<file path="config.mk">
export PLATFORM = sky130hd
export DESIGN_NAME = fetch_ctrl
export DESIGN_NICKNAME = d
export VERILOG_FILES = /design/src/rtl/fetch_ctrl.sv
export SDC_FILE = /design/constraint.sdc
export NUM_CORES = 1
export LEC_CHECK = 0
export BUFFER_PORTS_ARGS = -buffer_cell sky130_fd_sc_hd__buf_2
export CAP_MARGIN = 20
export CORE_MARGIN = 10
export CORE_UTILIZATION = 46
export CTS_BUF_LIST = sky130_fd_sc_hd__clkbuf_8
export CTS_CLUSTER_DIAMETER = 100
export CTS_CLUSTER_SIZE = 14
export DETAILED_ROUTE_END_ITERATION = 12
export HOLD_SLACK_MARGIN = 0.15
export PLACE_DENSITY = 0.79
export RECOVER_POWER = 25
export SLEW_MARGIN = 5
export SYNTH_ARGS = -nofsm -noshare
export SYNTH_HDL_FRONTEND = slang
export SYNTH_SLANG_ARGS = --single-unit
</file>
<file path="constraint.sdc">
create_clock -name clk -period 1.95 [get_ports clk]
set_input_delay 0.39 -clock clk [delete_from_list [all_inputs] [get_ports clk]]
set_output_delay 0.39 -clock clk [all_outputs]
set_load 0.1 [all_outputs]
</file>
<file path="src/rtl/fetch_ctrl.sv">
// fetch_ctrl: instruction-fetch sequencer.
// Owns the fetch PC, reads a combinational instruction memory, and buffers
// {instruction, pc} pairs in a small circular FIFO handed to decode over a
// valid/ready handshake. Stops on an all-zero word (end of program image),
// accepts redirects, and locks up on a misaligned redirect target.
//
// Ports:
//   clk, reset          clock (rising edge), asynchronous active-low reset
//   fetch_en            level enable for fetching
//   imem_addr           byte address presented to instruction memory (= PC)
//   imem_instr          word returned combinationally for imem_addr
//   redirect_valid/pc   one-cycle redirect request and its byte target
//   if_valid/ready      head-of-FIFO handshake with decode
//   if_instr/if_pc      head instruction word and its byte address
//   done                end-of-program reached
//   misalign_err        misaligned redirect seen; cleared only by reset
module fetch_ctrl #(
   parameter logic [31:0] RESET_PC   = 32'h0000_0000,
   parameter int unsigned IMEM_BYTES = 32,
   parameter int unsigned FIFO_DEPTH = 2
) (
   input  logic        clk,
   input  logic        reset,
   input  logic        fetch_en,
   output logic [31:0] imem_addr,
   input  logic [31:0] imem_instr,
   input  logic        redirect_valid,
   input  logic [31:0] redirect_pc,
   output logic        if_valid,
   input  logic        if_ready,
   output logic [31:0] if_instr,
   output logic [31:0] if_pc,
   output logic        done,
   output logic        misalign_err
);

   localparam int unsigned     PtrW     = $clog2(FIFO_DEPTH);
   localparam int unsigned     CntW     = PtrW + 1;
   localparam logic [CntW-1:0] DepthCnt = CntW'(FIFO_DEPTH);
   // IMEM_BYTES is a power of two, so modulo is a mask.
   localparam logic [31:0]     PcMask   = 32'(IMEM_BYTES - 1);

   typedef enum logic [1:0] {StIdle, StRun, StDone, StError} state_e;

   state_e          state_q, state_d;
   logic [31:0]     pc_q, pc_d;
   logic [PtrW-1:0] wr_ptr_q, wr_ptr_d;
   logic [PtrW-1:0] rd_ptr_q, rd_ptr_d;
   logic [CntW-1:0] count_q, count_d;
   logic [31:0]     instr_mem_q [FIFO_DEPTH];
   logic [31:0]     instr_mem_d [FIFO_DEPTH];
   logic [31:0]     pc_mem_q    [FIFO_DEPTH];
   logic [31:0]     pc_mem_d    [FIFO_DEPTH];

   logic enq;
   logic deq;
   logic flush;
   logic space;

   assign if_valid     = (count_q != '0);
   assign deq          = if_valid && if_ready;
   // A full FIFO still has room if the head leaves this cycle.
   assign space        = (count_q < DepthCnt) || deq;
   assign if_instr     = instr_mem_q[rd_ptr_q];
   assign if_pc        = pc_mem_q[rd_ptr_q];
   assign imem_addr    = pc_q;
   assign done         = (state_q == StDone);
   assign misalign_err = (state_q == StError);

   // Sequencing: state, PC, and the enqueue/flush decisions.
   always_comb begin
      state_d = state_q;
      pc_d    = pc_q;
      enq     = 1'b0;
      flush   = 1'b0;
      if (redirect_valid && (state_q != StError)) begin
         flush = 1'b1;
         if (redirect_pc[1:0] != 2'b00) begin
            state_d = StError;
         end else begin
            pc_d    = redirect_pc & PcMask;
            state_d = fetch_en ? StRun : StIdle;
         end
      end else begin
         unique case (state_q)
            StIdle: begin
               if (fetch_en) state_d = StRun;
            end
            StRun: begin
               if (!fetch_en) begin
                  state_d = StIdle;
               end else if (space) begin
                  if (imem_instr != 32'h0) begin
                     enq  = 1'b1;
                     pc_d = (pc_q + 32'd4) & PcMask;
                  end else begin
                     // End of image: PC stays on the zero word.
                     state_d = StDone;
                  end
               end
            end
            StDone:  ;
            StError: ;
         endcase
      end
   end

   // FIFO bookkeeping. A head handshake in a flush cycle is still a completed
   // transfer; the flush then discards whatever remains. Storage is not
   // cleared on flush.
   always_comb begin
      wr_ptr_d    = wr_ptr_q;
      rd_ptr_d    = rd_ptr_q;
      count_d     = count_q;
      instr_mem_d = instr_mem_q;
      pc_mem_d    = pc_mem_q;
      if (flush) begin
         wr_ptr_d = '0;
         rd_ptr_d = '0;
         count_d  = '0;
      end else begin
         if (enq) begin
            instr_mem_d[wr_ptr_q] = imem_instr;
            pc_mem_d[wr_ptr_q]    = pc_q;
            wr_ptr_d              = wr_ptr_q + PtrW'(1);
         end
         if (deq) begin
            rd_ptr_d = rd_ptr_q + PtrW'(1);
         end
         count_d = count_q + CntW'(enq) - CntW'(deq);
      end
   end

   always_ff @(posedge clk or negedge reset) begin
      if (!reset) begin
         state_q     <= StIdle;
         pc_q        <= RESET_PC;
         wr_ptr_q    <= '0;
         rd_ptr_q    <= '0;
         count_q     <= '0;
         instr_mem_q <= '{default: '0};
         pc_mem_q    <= '{default: '0};
      end else begin
         state_q     <= state_d;
         pc_q        <= pc_d;
         wr_ptr_q    <= wr_ptr_d;
         rd_ptr_q    <= rd_ptr_d;
         count_q     <= count_d;
         instr_mem_q <= instr_mem_d;
         pc_mem_q    <= pc_mem_d;
      end
   end

endmodule

</file>
* Word level (Yosys, flattened, before mapping)
Index checks and enable logic that the tools add are counted.
** Word-level totals
- Register bits after elaboration :: 166
- Bits in latches :: 0
- Bits in writable memories :: 0
- Memory bits (read-only) :: 0
- Bits of input ports :: 69
- Output and inout port bits :: 99
- Word-level logic and storage cells :: 82
- Memories kept :: 0
** Cells by class
- $add $sub $neg :: 5
- Multipliers :: 0
- Div/mod/pow operators :: 0
- $lt $le $gt $ge :: 4
- Equality and inequality tests :: 8
- Shifts and indexed selects :: 0
- Multiplexer cells :: 35
- Bitwise operators :: 3
- Reduce and logical (&&, ||, !) cells :: 18
** Operators with widths (number)
- $mux W32 :: 13
- $bwmux W64 :: 2
- $demux W32 S1 :: 1
- $reduce_bool A32 Y1 :: 1
- $reduce_bool A2 Y1 :: 8
- $mux W2 :: 7
- $mux W1 :: 11
- $ne A4 B4 Y1 const B :: 2
- $add A5 B3 Y5 const B :: 1
- $reduce_and A5 Y1 :: 1
- $eq A2 B2 Y1 const B :: 2
- $ge A2 B2 Y1 const B :: 2
- $ne A2 B2 Y1 const B :: 2
- $not A1 Y2 :: 2
- $pmux W2 S2 :: 1
- $reduce_and A4 Y1 :: 1
- $logic_and A1 B1 Y1 :: 3
- $ne A3 B3 Y1 const B :: 1
- $reduce_bool A3 Y1 :: 1
- $add A1 B1 Y1 const B :: 2
- $add A2 B1 Y2 :: 1
- $eq A2 B1 Y1 const B :: 1
- $logic_not A2 Y1 :: 1
- $lt A2 B1 Y1 const B :: 1
- other kinds (5) :: 5

* Logic depth before layout (Yosys ltp)
- Depth after elaboration :: 10
- Depth in mapped cells :: 10
- Gate-level depth less buffers :: 10

* Least setup slack after synthesis
Ideal clock, no wire load.
- Path kind :: reg-to-output
- From :: register state_q[0]
- To :: output done
- Arrival :: 1860 ps
- Required time :: 1560 ps
- Setup slack :: -300 ps
- Cell stages (with the launch flop) :: 3
- Buffers on the path :: 1
- Cells stage by stage :: dfrtp_1 -> clkbuf_1 -> nor2b_1
** On the way
- Word-level cells in the longest chain between the ends :: 1
** Ends and longest elaborated chain
- from (decl) :: line 45 : state_e state_q, state_d;
- from (signal assigned) :: line 136 : state_q <= StIdle;
- from (signal assigned) :: line 144 : state_q <= state_d;
- $eq A2 B2 Y1 :: line 67 : assign done = (state_q == StDone);
- to (decl) :: line 33 : output logic done,
No other way between the ends.

* Final worst setup path
- From :: register rd_ptr_q
- To :: output if_instr[11]
** On the way
- Word-level cells in the longest chain between the ends :: 4
** Ends and longest elaborated chain
- from (decl) :: line 48 : logic [PtrW-1:0] rd_ptr_q, rd_ptr_d;
- from (signal assigned) :: line 147 : rd_ptr_q <= rd_ptr_d;
- $not A1 Y2 (not written as such) :: line 64 : assign if_instr = instr_mem_q[rd_ptr_q];
- $mux W32 (not written as such) (3 in a row) :: line 64
- to (decl) :: line 31 : output logic [31:0] if_instr,
No other way between the ends. The select of a mux whose other input is x is not followed.

==> impl_metrics.csv <==
group,metric,value,unit
run_status,status,"finished, violations left",
run_status,violations,"setup timing",
setup_path,worstSetupPathType,"reg -> out",
grt,grt_pass1_wl,15.7,mm
setup_path,path_buf_inv,2,
synth,synth_warnings,0,
pwr,internal_power,3.57,mW
die,coreArea,9240,um2
sta,rsz0062_at_grt,"true",
finish,syn_to_final_growth,39.4,%
drt,antenna_left,0,
pwr,vdd_drop_max,0.551,mV
setup_path,critical_path.top_delay_family,"flip-flops",
setup_path,cp_slowest_stage_delay,0.47,ns
synth,synthCells,333,
synth,synth_edf_count,0,
synth,synth-main-ff-cell,"dfrtp_1",
drt,wl_per_cell,17.7,um
pwr,p_comb_share,46.8,%
synth,yosysSeqAreaShare,48.9,%
pwr,power.switching,2.77,mW
cts,numCtsBuffers,9,
finish,drive_gt1_share,59.4,%
cts,cts_tree,"built",
sta,period_share,101,%
flow_run,cap_violations,0,
synth,yosysUniqueCellTypes,37,
sta,worst_pin_slew,0.840,ns
setup_path,crit_fanout,19,
drt,drc,0,
finish,fillerInstances,648,
hold_path,hp-class,"in -> reg",
grt,overflow,0,
drt,routed_via_density,4.91,
die,row_count,35,
synth,async_flop_share,100,%
drt,drt-total-wl,10.6,mm
synth,synthesis.area,4350,um2
grt,grt_pass1_vias,3120,
pwr,p_leak,3.00,nW
finish,nets,535,
pwr,p_per_area,1050,nW/um2
setup_path,end_kind,"output port",
sta,hold_viol_final,0,
setup_path,crit_slowest_cell,"dfrtp_2",
sta,worst_slack,-0.0208,ns
sta,slew_headroom,44.0,%
cts,cts.sinks,85,
cts,clockBufferDepth,2,
pwr,p_clk_share,20.5,%
cts,clk_pin_slew_worst_paths,0.09,ns
synth,avgSynthCellArea,13.1,um2
drt,via_count,2942,
grt,grt_use_met3,7.03,%
die,dieArea,13700,um2
setup_path,critPathArrivalTime,1.58,ns
grt,busiest_layer,"met2",
die,fp.dieW,117,um
grt,grt_max_degree,41,
sta,max_freq,0.507,GHz
setup_path,required,1.56,ns
sta,setup_viol,19,
sta,period_minus_slack,1.97,ns
sta,hold_ws,0.303,ns
pwr,switching_share,43.7,%
cts,cts_max_level,3,
placed_design,dp_hpwl,7.66,mm
grt,grt_usage,14.6,%
sta,slew_viol_final,0,
drt,first_pass_iters,4,
grt,antenna_found_initial,3,
pwr,finalPower,6.34,mW
synth,synth-seq-cells,85,
die,initial_core_util,47.1,%
finish,final_common_cell,"mux2_2",
finish,layout_common_cells,"88 x mux2_2, 82 x dfrtp_1, 54 x conb_1, 47 x buf_2, 41 x buf_12",
placed_design,gp_congestion,0.749,
setup_path,crit_chain,"buf_16 > mux2_2 > buf_12",
die,die_y,117,um
cts,clock_latency,0.35,ns
setup_path,setup.worst_path.start_class,"flip-flop",
placed_design,port_buffers,86,
sta,skew,0.00911,ns
die,io-pin-count,168,
grt,grt.met1_usage,16.8,%
grt,grt_util_met2,24.1,%
pwr,seqPwrFrac,32.7,%
drt,drt_iter0_markers,171,
cts,root_buffer,"clkbuf_8",
-- area by class of cell --
| cell class | count | area, um2 | share of cell area [%] |
|---|---|---|---|
| antenna | 2 | 5.00 | 0.0826 |
| clock buffer | 10 | 138 | 2.27 |
| clock inverter | 6 | 72.6 | 1.20 |
| inverter | 3 | 11.3 | 0.186 |
| multi-input combinational | 231 | 2110 | 34.8 |
| sequential | 85 | 2130 | 35.1 |
| tap | 129 | 161 | 2.66 |
| timing repair buffer | 133 | 1430 | 23.6 |
-- final timing paths --
check | startpoint | endpoint | slack [ns] | cells past startpoint
max in group asynchronous | reset | instr_mem_q[10] | 0.16 | 3
min in group asynchronous | reset | instr_mem_q[26] | 0.66 | 2
max | rd_ptr_q | if_instr[11] | -0.02 | 3
max reg2reg | count_q[1] | count_q[1] | 0.02 | 9
min reg2reg | instr_mem_q[11] | instr_mem_q[11] | 0.49 | 1
min | imem_instr[25] | instr_mem_q[25] | 0.30 | 2
-- routing by layer --
metal / up-vias / routed length, um / part of all wire [%]
met5: - / 7 / 0.066
met2: 102 / 5170 / 49
met4: 2 / 76 / 0.72
li1: 1332 / - / -
met3: 10 / 1160 / 11
met1: 1496 / 4160 / 39
-- Yosys cell counts, types with 4 or more instances --
library cell | n | share of area (%)
and2_1 | 5 | 0.72
buf_2 | 4 | 0.46
buf_4 | 54 | 9.3
clkbuf_1 | 6 | 0.52
dfrtp_1 | 85 | 49
mux2_2 | 107 | 28
nand2_1 | 9 | 0.78
nor2_1 | 7 | 0.60
nor4_1 | 9 | 1.3
-- power by group through the flow --
stage / Sequential (mW) / Combinational, mW / Clock [mW]
after floorplan: 2.23 / 1.86 / 0
after global placement: 2.06 / 2.70 / 0
after detailed placement: 2.08 / 2.74 / 0
after CTS: 2.06 / 2.83 / 1.32
after global routing: 2.10 / 3.09 / 1.41
final: 2.07 / 2.97 / 1.30
-- worst reg2reg max path: cells and delay by family (launching register included) --
family	cells	cell delay, ns
XOR/XNOR	2	0.27
buffers and inverters	1	0.05
AND/OR/NAND/NOR	4	0.63
adder cells (fa/ha/maj)	2	0.45
flip-flops	1	0.40
-- state kept, by name (all words and copies together) (netlist names) --
| signal | flops |
|---|---|
| count_q | 2 |
| state_q | 2 |
| wr_ptr_q | 1 |
| imem_addr | 5 |
| instr_mem_q | 64 |
| pc_mem_q | 10 |
| rd_ptr_q | 1 |
-- cell families after synthesis --
| group | after synthesis | share of synthesized area [%] |
|---|---|---|
| other | 1 | 0.0862 |
| AOI/OAI and AO/OA | 14 | 2.45 |
| adders and majority gates | 3 | 0.863 |
| buffers and inverters | 70 | 11.3 |
| muxes | 113 | 29.5 |
| xor gates and xnor gates | 3 | 0.604 |
| DFF | 85 | 48.9 |
| and+or+nand+nor | 44 | 6.22 |
-- metrics by stage --
step | utilization, % | setup slack [ns] | cells | setup TNS, ns | area (um2)
4_1_cts | 64.1 | -0.0995 | 595 | -0.542 | 5930
2_1_floorplan | - | -0.230 | 386 | -0.673 | 4590
6_report | 65.6 | -0.0208 | 599 | -0.246 | 6060
3_3_place_gp | 61.1 | -0.596 | 577 | -33.90 | 5650
3_5_place_dp | 61.1 | -0.601 | 577 | -32.28 | 5650
5_1_grt | 65.6 | -0.0912 | 597 | -4.45 | 6060
-- repair_timing --
item                                    4_1_cts  5_1_grt
cloned                                        1        1
buffers inserted                              0        1
hold buffers                                  1        0
endpoints found under the hold margin        32        0
gates resized for setup                       6       28
pin swaps                                     0        7
endpoints found under the setup margin       94       64
No activity file was read; power rests on OpenSTA's default activity.
